File: config.mk
export PLATFORM = sky130hd
export DESIGN_NAME = fs_accel_ibuf
export DESIGN_NICKNAME = d
export VERILOG_FILES = /design/src/rtl/fs_accel_pkg.sv /design/src/rtl/fs_accel_ibuf_mem.sv /design/src/rtl/fs_accel_ibuf.sv
export SDC_FILE = /design/constraint.sdc
export NUM_CORES = 1
export LEC_CHECK = 0
export BUFFER_PORTS_ARGS = -buffer_cell sky130_fd_sc_hd__buf_2
export CAP_MARGIN = 5
export CORE_MARGIN = 2
export CORE_UTILIZATION = 45
export CTS_CLUSTER_SIZE = 25
export DETAILED_ROUTE_END_ITERATION = 6
export PLACE_DENSITY = 0.62
export SKIP_LAST_GASP = 1
export SLEW_MARGIN = 20
export SYNTH_ARGS = -nofsm -noshare
export SYNTH_HDL_FRONTEND = slang
export SYNTH_SLANG_ARGS = --single-unit
File: constraint.sdc
create_clock -name clk -period 3.1 [get_ports clk]
set_input_delay 0.155 -clock clk [delete_from_list [all_inputs] [get_ports clk]]
set_output_delay 0.155 -clock clk [all_outputs]
set_load 0.1 [all_outputs]
File: src/rtl/fs_accel_pkg.sv
// Shared constants for the accelerator front end: datapath width and default buffer depth.
package fs_accel_pkg;
  localparam int ACCEL_DW   = 32;
  localparam int IBUF_DEPTH = 4;
endpackage

File: src/rtl/fs_accel_ibuf_mem.sv
// Input-buffer storage: DEPTH x DW register array, synchronous write, asynchronous read.
module fs_accel_ibuf_mem
  import fs_accel_pkg::*;
#(
  parameter int DEPTH = IBUF_DEPTH,
  parameter int AW    = 2,
  parameter int DW    = ACCEL_DW
) (
  input  logic          clk,
  input  logic          we,
  input  logic [AW-1:0] waddr,
  input  logic [DW-1:0] wdata,
  input  logic [AW-1:0] raddr,
  output logic [DW-1:0] rdata
);
  logic [DW-1:0] mem [DEPTH];

  // Entries are deliberately not reset; the top masks the read data when empty.
  always_ff @(posedge clk) begin
    if (we) mem[waddr] <= wdata;
  end

  assign rdata = mem[raddr];
endmodule

File: src/rtl/fs_accel_ibuf.sv
// First-word-fall-through input buffer feeding the accelerator datapath.
// Optional sticky overflow/underflow flags are built when FS_ACCEL_IBUF_ERR_EN is defined.
module fs_accel_ibuf
  import fs_accel_pkg::*;
#(
  parameter int DEPTH = IBUF_DEPTH,
  parameter int CNT_W = 3
) (
  input  logic                clk,
  input  logic                resetn,
  input  logic                enb,
  input  logic [ACCEL_DW-1:0] ibuf_di,
  input  logic                ibuf_wr,
  output logic                ibuf_full,
  output logic [ACCEL_DW-1:0] ibuf_do,
  output logic                ibuf_valid,
  input  logic                ibuf_rd,
  input  logic                ibuf_clr,
  output logic [CNT_W-1:0]    ibuf_cnt
`ifdef FS_ACCEL_IBUF_ERR_EN
  ,
  output logic                ibuf_ovf,
  output logic                ibuf_udf
`endif
);
  localparam int PTR_W = CNT_W - 1;

  logic [PTR_W-1:0]    wr_ptr, rd_ptr;
  logic [CNT_W-1:0]    cnt;
  logic [ACCEL_DW-1:0] mem_rdata;
  logic                rd_acc, wr_acc, clr_acc, mem_we;

  // Handshake: ibuf_valid/ibuf_rd form a valid/ready pair -- a pop happens only
  // on an enabled cycle where both are high; ibuf_rd without ibuf_valid is a no-op.
  // On the write side, ibuf_wr is accepted unless full, or when a pop frees a slot.
  assign ibuf_valid = (cnt != '0);
  assign ibuf_full  = (cnt == CNT_W'(DEPTH));
  assign ibuf_cnt   = cnt;

  assign clr_acc = enb & ibuf_clr;
  assign rd_acc  = enb & ibuf_rd & ibuf_valid;
  assign wr_acc  = enb & ibuf_wr & (~ibuf_full | rd_acc);
  assign mem_we  = wr_acc & ~clr_acc;

  always_ff @(posedge clk or negedge resetn) begin
    if (!resetn) begin
      wr_ptr <= '0;
      rd_ptr <= '0;
      cnt    <= '0;
    end else if (clr_acc) begin
      wr_ptr <= '0;
      rd_ptr <= '0;
      cnt    <= '0;
    end else begin
      if (wr_acc) wr_ptr <= wr_ptr + PTR_W'(1);
      if (rd_acc) rd_ptr <= rd_ptr + PTR_W'(1);
      if (wr_acc && !rd_acc)      cnt <= cnt + CNT_W'(1);
      else if (rd_acc && !wr_acc) cnt <= cnt - CNT_W'(1);
    end
  end

  fs_accel_ibuf_mem #(
    .DEPTH (DEPTH),
    .AW    (PTR_W),
    .DW    (ACCEL_DW)
  ) u_mem (
    .clk   (clk),
    .we    (mem_we),
    .waddr (wr_ptr),
    .wdata (ibuf_di),
    .raddr (rd_ptr),
    .rdata (mem_rdata)
  );

  // Storage is unreset, so the head is forced to zero whenever nothing is held.
  assign ibuf_do = ibuf_valid ? mem_rdata : '0;

`ifdef FS_ACCEL_IBUF_ERR_EN
  always_ff @(posedge clk or negedge resetn) begin
    if (!resetn) begin
      ibuf_ovf <= 1'b0;
      ibuf_udf <= 1'b0;
    end else if (clr_acc) begin
      ibuf_ovf <= 1'b0;
      ibuf_udf <= 1'b0;
    end else begin
      if (enb && ibuf_wr && !wr_acc)     ibuf_ovf <= 1'b1;
      if (enb && ibuf_rd && !ibuf_valid) ibuf_udf <= 1'b1;
    end
  end
`endif
endmodule

# [Word-level counts from Yosys, hierarchy flattened]
# Memory sizes are Yosys's and may differ from the RTL's.
# Index checks and enable logic that the tools add are counted.
[classes] n_reduce_logical=8 div_mod_pow=0 n_addsub=4 n_mul=0 n_lt_le_gt_ge=0 n_eq_ne=1 shifts=0 bitwise_logic=9 muxes=10
[ops] op="2-to-1 mux 32 bit" count=1
[ops] op="2-to-1 mux 3 bit" count=3
[ops] op="2-to-1 mux 2 bit" count=4
[ops] op="AND 1 bit" count=6
[ops] op="nonzero test 3 bit" count=2
[ops] op="adder 2 x 1 -> 2 bit, second input constant" count=2
[ops] op="nonzero test 2 bit" count=2
[ops] op="adder 3 x 1 -> 3 bit, second input constant" count=1
[ops] op="equality test 3 bit, second input constant" count=1
[ops] op="subtractor 3 x 1 -> 3 bit, second input constant" count=1
[ops] op="logical AND 1 bit" count=2
[ops] op="logical NOT 1 bit" count=2
[ops] op="2-to-1 mux 1 bit" count=2
[ops] op="inverter 1 bit" count=2
[ops] op="bitwise OR 1 bit" count=1
[totals] rom_bits=0 output_inout_bits=37 mem_count=1 latch_bits=0 register_bits=7 in_bits=38 mem_bits_rw=128
[memory_table] memory="u_mem.mem" words=4 word_bits=32 read_ports=1 rd_ports_with_merged_regs=0 write_ports=1 line="fs_accel_ibuf_mem.sv:16" text="logic [DW-1:0] mem [DEPTH];"

# [Logic depth before layout (Yosys ltp)]
# Gate-level depths: netlist (run 1).
[logic_depth] depth_word=9 ltp_mapped=9

# [Hierarchy]
# A second synthesis (run 1) with hierarchy kept.
[hier_totals] hier_cells=257 area_unflattened_um2=5395.2
[by_module_without_submodules] mod="fs_accel_ibuf_mem" n_inst=1 seq_area_each_um2=3843.7 area_per_inst_um2=4689.5 cells_per_inst=171
[by_module_without_submodules] mod="fs_accel_ibuf" n_inst=1 seq_area_each_um2=175.2 area_per_inst_um2=705.7 cells_per_inst=86

# [Worst setup path before layout (run 1)]
# OpenSTA, ideal clock, no wires.
[synth_timing] path_type="flip-flop to output port" startpoint="reg cnt[2] (netlist: ibuf_cnt[2])" endpoint="out ibuf_do[10]" setup_slack_ps=-491 required_ps=2945 arrival_ps=3436 path_stages_with_launch=6 path_cell_list="dfrtp_1 -> clkbuf_2 -> or3_1 -> clkbuf_1 -> clkbuf_1 -> and2_1"
[synth_between] elab_chain_cells=2
[synth_rtl] element="from (decl)" line="fs_accel_ibuf.sv:29" text="logic [CNT_W-1:0] cnt;"
[synth_rtl] element="from (signal assigned)" line="fs_accel_ibuf.sv:57" text="if (wr_acc && !rd_acc) cnt <= cnt + CNT_W'(1);"
[synth_rtl] element="from (signal assigned)" line="fs_accel_ibuf.sv:58" text="else if (rd_acc && !wr_acc) cnt <= cnt - CNT_W'(1);"
[synth_rtl] element="nonzero test 3 bit" line="fs_accel_ibuf.sv:36" text="assign ibuf_valid = (cnt != '0);"
[synth_rtl] element="via ibuf_valid" line="fs_accel_ibuf.sv:16" text="output logic ibuf_valid,"
[synth_rtl] element="2-to-1 mux 32 bit" line="fs_accel_ibuf.sv:76" text="assign ibuf_do = ibuf_valid ? mem_rdata : '0;"
[synth_rtl] element="to (decl)" line="fs_accel_ibuf.sv:15" text="output logic [ACCEL_DW-1:0] ibuf_do,"
# The timed path passes the listed nets, and every way through them passes these cells.

# [Worst setup path in the final report (run 1)]
[layout_timing] startpoint="reg rd_ptr[0]" endpoint="out ibuf_do[12]"
[layout_between] elab_chain_cells=2
[layout_rtl] element="from (decl)" line="fs_accel_ibuf.sv:28" text="logic [PTR_W-1:0] wr_ptr, rd_ptr;"
[layout_rtl] element="from (signal assigned)" line="fs_accel_ibuf.sv:56" text="if (rd_acc) rd_ptr <= rd_ptr + PTR_W'(1);"
[layout_rtl] element="memory (4 x 32 bit)"
[layout_rtl] element="2-to-1 mux 32 bit" line="fs_accel_ibuf.sv:76"
# No other way between the ends.

==> impl_metrics.py, run 1 <==
metrics = {
    "status": {
        "outcome": "complete, no violations",
    },
    "synthesis": {
        "synthFlopType": "edfxtp_1",
        "syn_area_mm2": 0.00539,
        "synth_edf_count": 128,
        "yosysWarnings": 0,
        "async_flop_share_pct": 5.19,
        "yosysTopAreaCell": "edfxtp_1",
        "ys_ff_latch": 135,
        "yosysUniqueCellTypes": 32,
        "yosysTopAreaCellShare_pct": 71.3,
        "synth_nets": 313,
        "avgSynthCellArea_um2": 20.0,
        "syn_inst": 270,
        "ys_seq_area_share_pct": 74.5,
        "synth.area.top_cells": "edfxtp_1, mux4_2, and2_1",
    },
    "die": {
        "rows": 39,
        "die_x_um": 113,
        "start_util_pct": 46.6,
        "floorplan.die.height_um": 113,
        "die-area_mm2": 0.0129,
        "ios": 75,
        "core-area_mm2": 0.0116,
    },
    "drt": {
        "drt-initial-drc-count": 133,
        "top_layer": "met4",
        "dr_wl_met3_um": 565,
        "post_drt_wl_per_cell_um": 18.0,
        "drc": 0,
        "vias_per_cell": 5.18,
        "routed_wl_um": 9670,
        "first_pass_iters": 4,
        "antenna_left": 0,
        "dr_wl_met2_um": 4800,
        "met1_length_um": 4210,
        "num_vias": 2786,
    },
    "clock_network": {
        "clk_pin_slew_worst_paths_ns": 0.06,
        "post_cts_resized": 0,
        "cts_tree": "yes",
        "clock_latency_ns": 0.41,
        "htreeDepth": 4,
        "cts_setup_buffers": 0,
        "clock_sinks": 135,
        "clk_path_buf_depth": 2,
        "hold_buffers": 33,
        "cts-root-buf": "clkbuf_16",
        "cts_buffers": 17,
    },
    "place": {
        "dp.cells": 473,
        "portBuffers": 74,
        "dpl.hpwl_um": 5580,
        "routabilityCongestion": 0.710,
    },
    "global_route": {
        "grt_max_degree": 33,
        "grt_first_pass_wirelength_um": 15100,
        "gr-usage-all-layers_pct": 16.1,
        "antenna_found_initial": 0,
        "grt_pass1_vias": 2837,
        "grt_overflow": 0,
    },
    "critical_path": {
        "crit_arrival_ns": 2.45,
        "crit_chain": "buf_12 -> mux4_2 -> and2_2 -> buf_2",
        "critPathMaxStageDelay_ns": 0.72,
        "path_class": "flip-flop to primary output",
        "ff2ff_path_depth": 4,
        "crit_cells": 4,
        "cp-end-kind": "primary output",
        "critPathTopFamily": "flip-flops",
        "worstPathRequired_ns": 2.94,
        "startpoint_type": "flip-flop",
        "slowest_stage": "dfrtp_2",
        "crit_buf_inv": 2,
        "crit_fanout": 19,
    },
    "cells_and_area": {
        "utilization_pct": 59.9,
        "area_delta_synth_final_pct": 28.6,
        "final_nets": 425,
        "antenna_cells": 0,
        "layout-drive-gt1-share_pct": 38.7,
        "final_cells": 538,
        "fillerInstances": 855,
    },
    "sta": {
        "finalCriticalPeriod_ns": 2.61,
        "final_hold_viol_count": 0,
        "rsz0062_at_grt": "false",
        "clock-skew-final_ns": 0.00797,
        "setup_viol": 0,
        "fin_crit_sh_pct": 84.1,
        "worst_pin_slew_ns": 0.906,
        "max-slew-margin-rel_pct": 39.6,
        "drv_slew": 0,
        "fmax_mhz": 384,
    },
    "job": {
        "drv_cap": 0,
    },
    "hold_path": {
        "hold_path_class": "primary input to flip-flop",
        "min_path_cells": 2,
    },
}
==> state kept, by name (all words and copies together) (netlist names) <==
register   count
ibuf_cnt       3
wr_ptr         2
u_mem.mem    128
rd_ptr         2
==> cells in the mapped netlist (all sizes together), types with 2 or more instances <==
library cell / number
nor2: 4
o21ai: 4
edfxtp: 128
buf: 6
nand2: 2
nand4b: 2
clkbuf: 12
ha: 4
nand3: 4
dfrtp: 7
inv: 5
a21oi: 2
xnor2: 3
o31ai: 2
and2: 37
mux4: 32
o22ai: 3
==> stage by stage <==
| stage | hold slack (ns) | TNS (ns) | setup slack (ns) | cell area (µm²) |
|---|---|---|---|---|
| finish | 0.0427 | 0 | 0.493 | 6930 |
| floorplan | -0.141 | -0.0136 | -0.0136 | 5400 |
| CTS | 0.0252 | 0 | 0.410 | 6930 |
| global placement | 0.00551 | 0 | 0.876 | 5920 |
| detailed placement | 0.00271 | 0 | 0.885 | 5920 |
| global route | 0.0366 | 0 | 0.311 | 6930 |
==> layout by cell type, fill, tap and decap left out, drive strengths merged, types with 4 or more instances in the layout <==
master	synthesis	final
and2	37	37
buf	6	78
bufinv	0	7
clkbuf	12	19
clkinv	0	5
dfrtp	7	7
dlygate4sd3	0	33
edfxtp	128	128
ha	4	4
inv	5	6
mux4	32	32
nand3	4	4
nor2	4	4
o21ai	4	4
==> layer usage <==
layer | vias up | track usage (%)
li1 | 1302 | -
met1 | 1389 | 20.8
met2 | 86 | 25.6
met3 | 9 | 6.43
met4 | 0 | 4.39
met5 | - | 0
==> cell type report <==
| type | count | area, µm² | area share, % |
|---|---|---|---|
| timing repair buffer | 111 | 743 | 10.7 |
| tap | 143 | 179 | 2.58 |
| clock inverter | 13 | 249 | 3.59 |
| multi-input combinational | 112 | 1290 | 18.6 |
| clock buffer | 19 | 433 | 6.25 |
| sequential | 135 | 4020 | 58.0 |
| inverter | 5 | 18.8 | 0.271 |
==> kinds of logic after synthesis <==
family,share of synthesized area (%)
AO/OA/AOI/OAI,1.95
XOR/XNOR,0.487
adder cells (fa/ha/maj),1.30
buffers and inverters,1.88
flip-flops,74.5
multiplexers,13.6
AND/OR/NAND/NOR,6.29
==> path summary, 6_finish.rpt <==
check | start | slack, ns | to
min in group asynchronous | resetn | 0.12 | wr_ptr[0]
setup / recovery | rd_ptr[0] | 0.49 | ibuf_do[12]
hold / removal | ibuf_clr | 0.04 | ibuf_cnt[0]
hold reg to reg | ibuf_cnt[2] | 0.66 | ibuf_cnt[2]
max in group asynchronous | resetn | 2.80 | rd_ptr[1]
setup reg to reg | ibuf_cnt[2] | 0.90 | u_mem.mem[3][11]
==> worst register-to-register path: stages (launching register included) <==
cell and delay, ns:
dfrtp_1 0.46, or4b_1 0.20, nand3_1 0.16, nor2_1 0.21, and2_2 0.78
Power of run 1 is left out: the tool's default activity adds up to more than one toggle a clock period on the data nets, which glitch-free logic cannot reach.
==> run 2, diff against run 1 <==
--- a/config.mk
+++ b/config.mk
@@ -5,13 +5,14 @@
 export SDC_FILE = /design/constraint.sdc
 export NUM_CORES = 1
 export LEC_CHECK = 0
+export ABC_AREA = 1
 export BUFFER_PORTS_ARGS = -buffer_cell sky130_fd_sc_hd__buf_2
 export CAP_MARGIN = 5
 export CORE_MARGIN = 2
 export CORE_UTILIZATION = 45
 export CTS_CLUSTER_SIZE = 25
 export DETAILED_ROUTE_END_ITERATION = 6
-export PLACE_DENSITY = 0.62
+export PLACE_DENSITY = 0.64
 export SKIP_LAST_GASP = 1
 export SLEW_MARGIN = 20
 export SYNTH_ARGS = -nofsm -noshare
==> constraint.sdc (replaced) <==
create_clock -name clk -period 2.2 [get_ports clk]
set_input_delay 0.11 -clock clk [delete_from_list [all_inputs] [get_ports clk]]
set_output_delay 0.11 -clock clk [all_outputs]
set_load 0.1 [all_outputs]
==> run 2 against run 1 <==
Global-route usage grew 3.8 points. Worst setup slack got worse by 0.45 ns. Largest cell class unchanged. Utilization is 5.6 points higher. Critical path depth is 2 higher. Wire length increased by 26%. Synthesized area increased by 2.3%. Clock skew is 0.0011 ns lower. Worst hold slack gained 0.035 ns. Highest routed layer unchanged. Register-to-register slack lost 0.86 ns. Cell count increased by 35%. Count of clock-buffer cells in the layout shrank 2. Sequential cell count unchanged.
==> impl_metrics.py, run 2 <==
metrics = {
    "cells_and_area": {
        "final_nets": 611,
        "utilization_pct": 65.5,
        "layout-drive-gt1-share_pct": 29.8,
        "fillerInstances": 895,
        "final_cells": 728,
        "largest_register_ff_count": 128,
        "area_delta_synth_final_pct": 42.1,
        "mostFrequentLayoutCells": "nor2_1, edfxtp_1, buf_2, o21ai_0",
        "top_register": "u_mem.mem",
        "final_common_cell": "nor2_1",
        "antenna_cells": 0,
    },
    "sta": {
        "drv_slew": 0,
        "fmax_mhz": 464,
        "worst_pin_slew_ns": 1.06,
        "final_hold_viol_count": 0,
        "max-slew-margin-rel_pct": 29.3,
        "setup_viol": 0,
        "clock-skew-final_ns": 0.00685,
        "rsz0062_at_grt": "true",
        "finalCriticalPeriod_ns": 2.16,
        "setup_ws_ns": 0.0430,
        "holdWs_ns": 0.0777,
        "fin_crit_sh_pct": 98.0,
    },
    "place": {
        "routabilityCongestion": 0.820,
        "dpl.hpwl_um": 7220,
        "dp.cells": 662,
        "portBuffers": 74,
        "dp_slack_ns": -0.0616,
    },
    "synthesis": {
        "synth.area.top_cells": "edfxtp_1, nor2_1, o21ai_0",
        "yosysTopAreaCell": "edfxtp_1",
        "async_flop_share_pct": 5.19,
        "yosysTopAreaCellShare_pct": 69.7,
        "syn_area_mm2": 0.00551,
        "yosysMostFrequentCell": "nor2_1",
        "synth_edf_count": 128,
        "ys_ff_latch": 135,
        "synthFlopType": "edfxtp_1",
        "yosysWarnings": 0,
        "syn_inst": 453,
        "ys_top_cells_by_count": "nor2_1, edfxtp_1, o21ai_0",
        "avgSynthCellArea_um2": 12.2,
        "ys_seq_area_share_pct": 72.9,
        "yosysUniqueCellTypes": 28,
        "synth_nets": 496,
    },
    "clock_network": {
        "htreeDepth": 4,
        "clk_pin_slew_worst_paths_ns": 0.06,
        "clk_path_buf_depth": 2,
        "cts-root-buf": "clkbuf_16",
        "clock_latency_ns": 0.41,
        "cts_tree": "yes",
        "cts_buffers": 17,
        "clock_sinks": 135,
    },
    "die": {
        "ios": 75,
        "floorplan.die.height_um": 115,
        "start_util_pct": 46.1,
        "core-area_mm2": 0.0120,
        "die_x_um": 115,
        "die-area_mm2": 0.0132,
        "rows": 40,
    },
    "critical_path": {
        "r2r_setup_slack_ns": 0.04,
        "path_class": "flip-flop to flip-flop",
        "cp-end-kind": "flip-flop",
        "startpoint_type": "flip-flop",
        "crit_fanout": 32,
        "worstPathRequired_ns": 2.23,
        "crit_arrival_ns": 2.19,
    },
    "drt": {
        "drt-initial-drc-count": 289,
        "vias_per_cell": 5.09,
        "num_vias": 3707,
        "routed_wl_um": 12200,
        "drc": 0,
        "antenna_left": 0,
        "post_drt_wl_per_cell_um": 16.8,
        "first_pass_iters": 4,
    },
    "global_route": {
        "grt_overflow": 0,
        "grt_pass1_vias": 3857,
        "grt_max_degree": 37,
        "grt_first_pass_wirelength_um": 19800,
        "antenna_found_initial": 0,
        "gr-usage-all-layers_pct": 19.8,
    },
    "status": {
        "outcome": "complete, no violations",
    },
    "hold_path": {
        "hold_path_class": "primary input to async pin",
    },
    "job": {
        "drv_cap": 0,
    },
}
==> run 2: cell types whose count changed after synthesis, moves of 14 or more <==
cell,delta
o21ai_1,+26
nor2_1,+130
inv_1,+14
o21ai_0,+34
a21oi_1,+31
and2_1,-37
mux4_2,-32
nand2_1,+14
==> run 2: path summary, 6_finish.rpt <==
kind / from / to / cells past startpoint
max: ibuf_cnt[2] / u_mem.mem[1][2] / 6
min: resetn / ibuf_cnt[1] / 2
max reg2reg: ibuf_cnt[2] / u_mem.mem[1][2] / 6
min reg2reg: ibuf_cnt[0] / ibuf_cnt[0] / 2
max in group asynchronous: resetn / ibuf_cnt[2] / 2
min in group clk: ibuf_rd / wr_ptr[0] / 5
==> run 2: worst max-delay path, cell delays in order, from the launching register on <==
cell	delay, ns
dfrtp_4	0.47
nand2_2	0.07
or2_1	0.10
nand2_2	0.06
nor2_2	0.13
inv_2	0.11
nor2_4	0.80
==> run 2: layout make-up <==
class	instances	area, µm²	area share (%)
multi-input cells	273	1650	21.1
clock inverters	15	154	1.96
inverters	21	80.1	1.02
repair buffers	120	1310	16.7
well taps	147	184	2.35
clock buffers	17	425	5.43
flip-flops and latches	135	4030	51.4
==> run 2: timing repair <==
item / CTS / global route
hold buffers: 34 / 0
hold endpoints to repair: 137 / 0
gates cloned: 0 / 0
buffers inserted: 0 / 0
setup endpoints to repair: 128 / 129
gates resized for setup: 0 / 1
pin swaps: 1 / 2
==> run 2: per-stage QoR <==
stage	TNS [ns]	instance area [µm²]
final	0	7840
after global placement	-0.00127	6910
after detailed placement	-5.41	6910
after CTS	0	7830
after global routing	-9.08	7840
after floorplan	0	5910
==> run 2: routing by layer <==
layer,routed length [µm],part of all wire [%],vias up,track usage [%]
li1,-,-,1804,-
met1,5300,43,1802,25.8
met2,6350,52,91,33.6
met3,469,3.8,10,4.45
met4,102,0.83,0,6.02
met5,0,0,-,0
==> run 2: cells by family (layout without fill, tap and decap cells) <==
kind of cell | Yosys count | in the layout | share of synthesized area [%]
AO/OA/AOI/OAI | 99 | 99 | 9.12
flip-flops | 135 | 135 | 72.9
XOR/XNOR | 1 | 1 | 0.159
adder cells (fa/ha/maj) | 5 | 5 | 1.27
buffers and inverters | 45 | 173 | 4.04
AND/OR/NAND/NOR | 168 | 168 | 12.5
Power of run 2 is left out for the same reason.
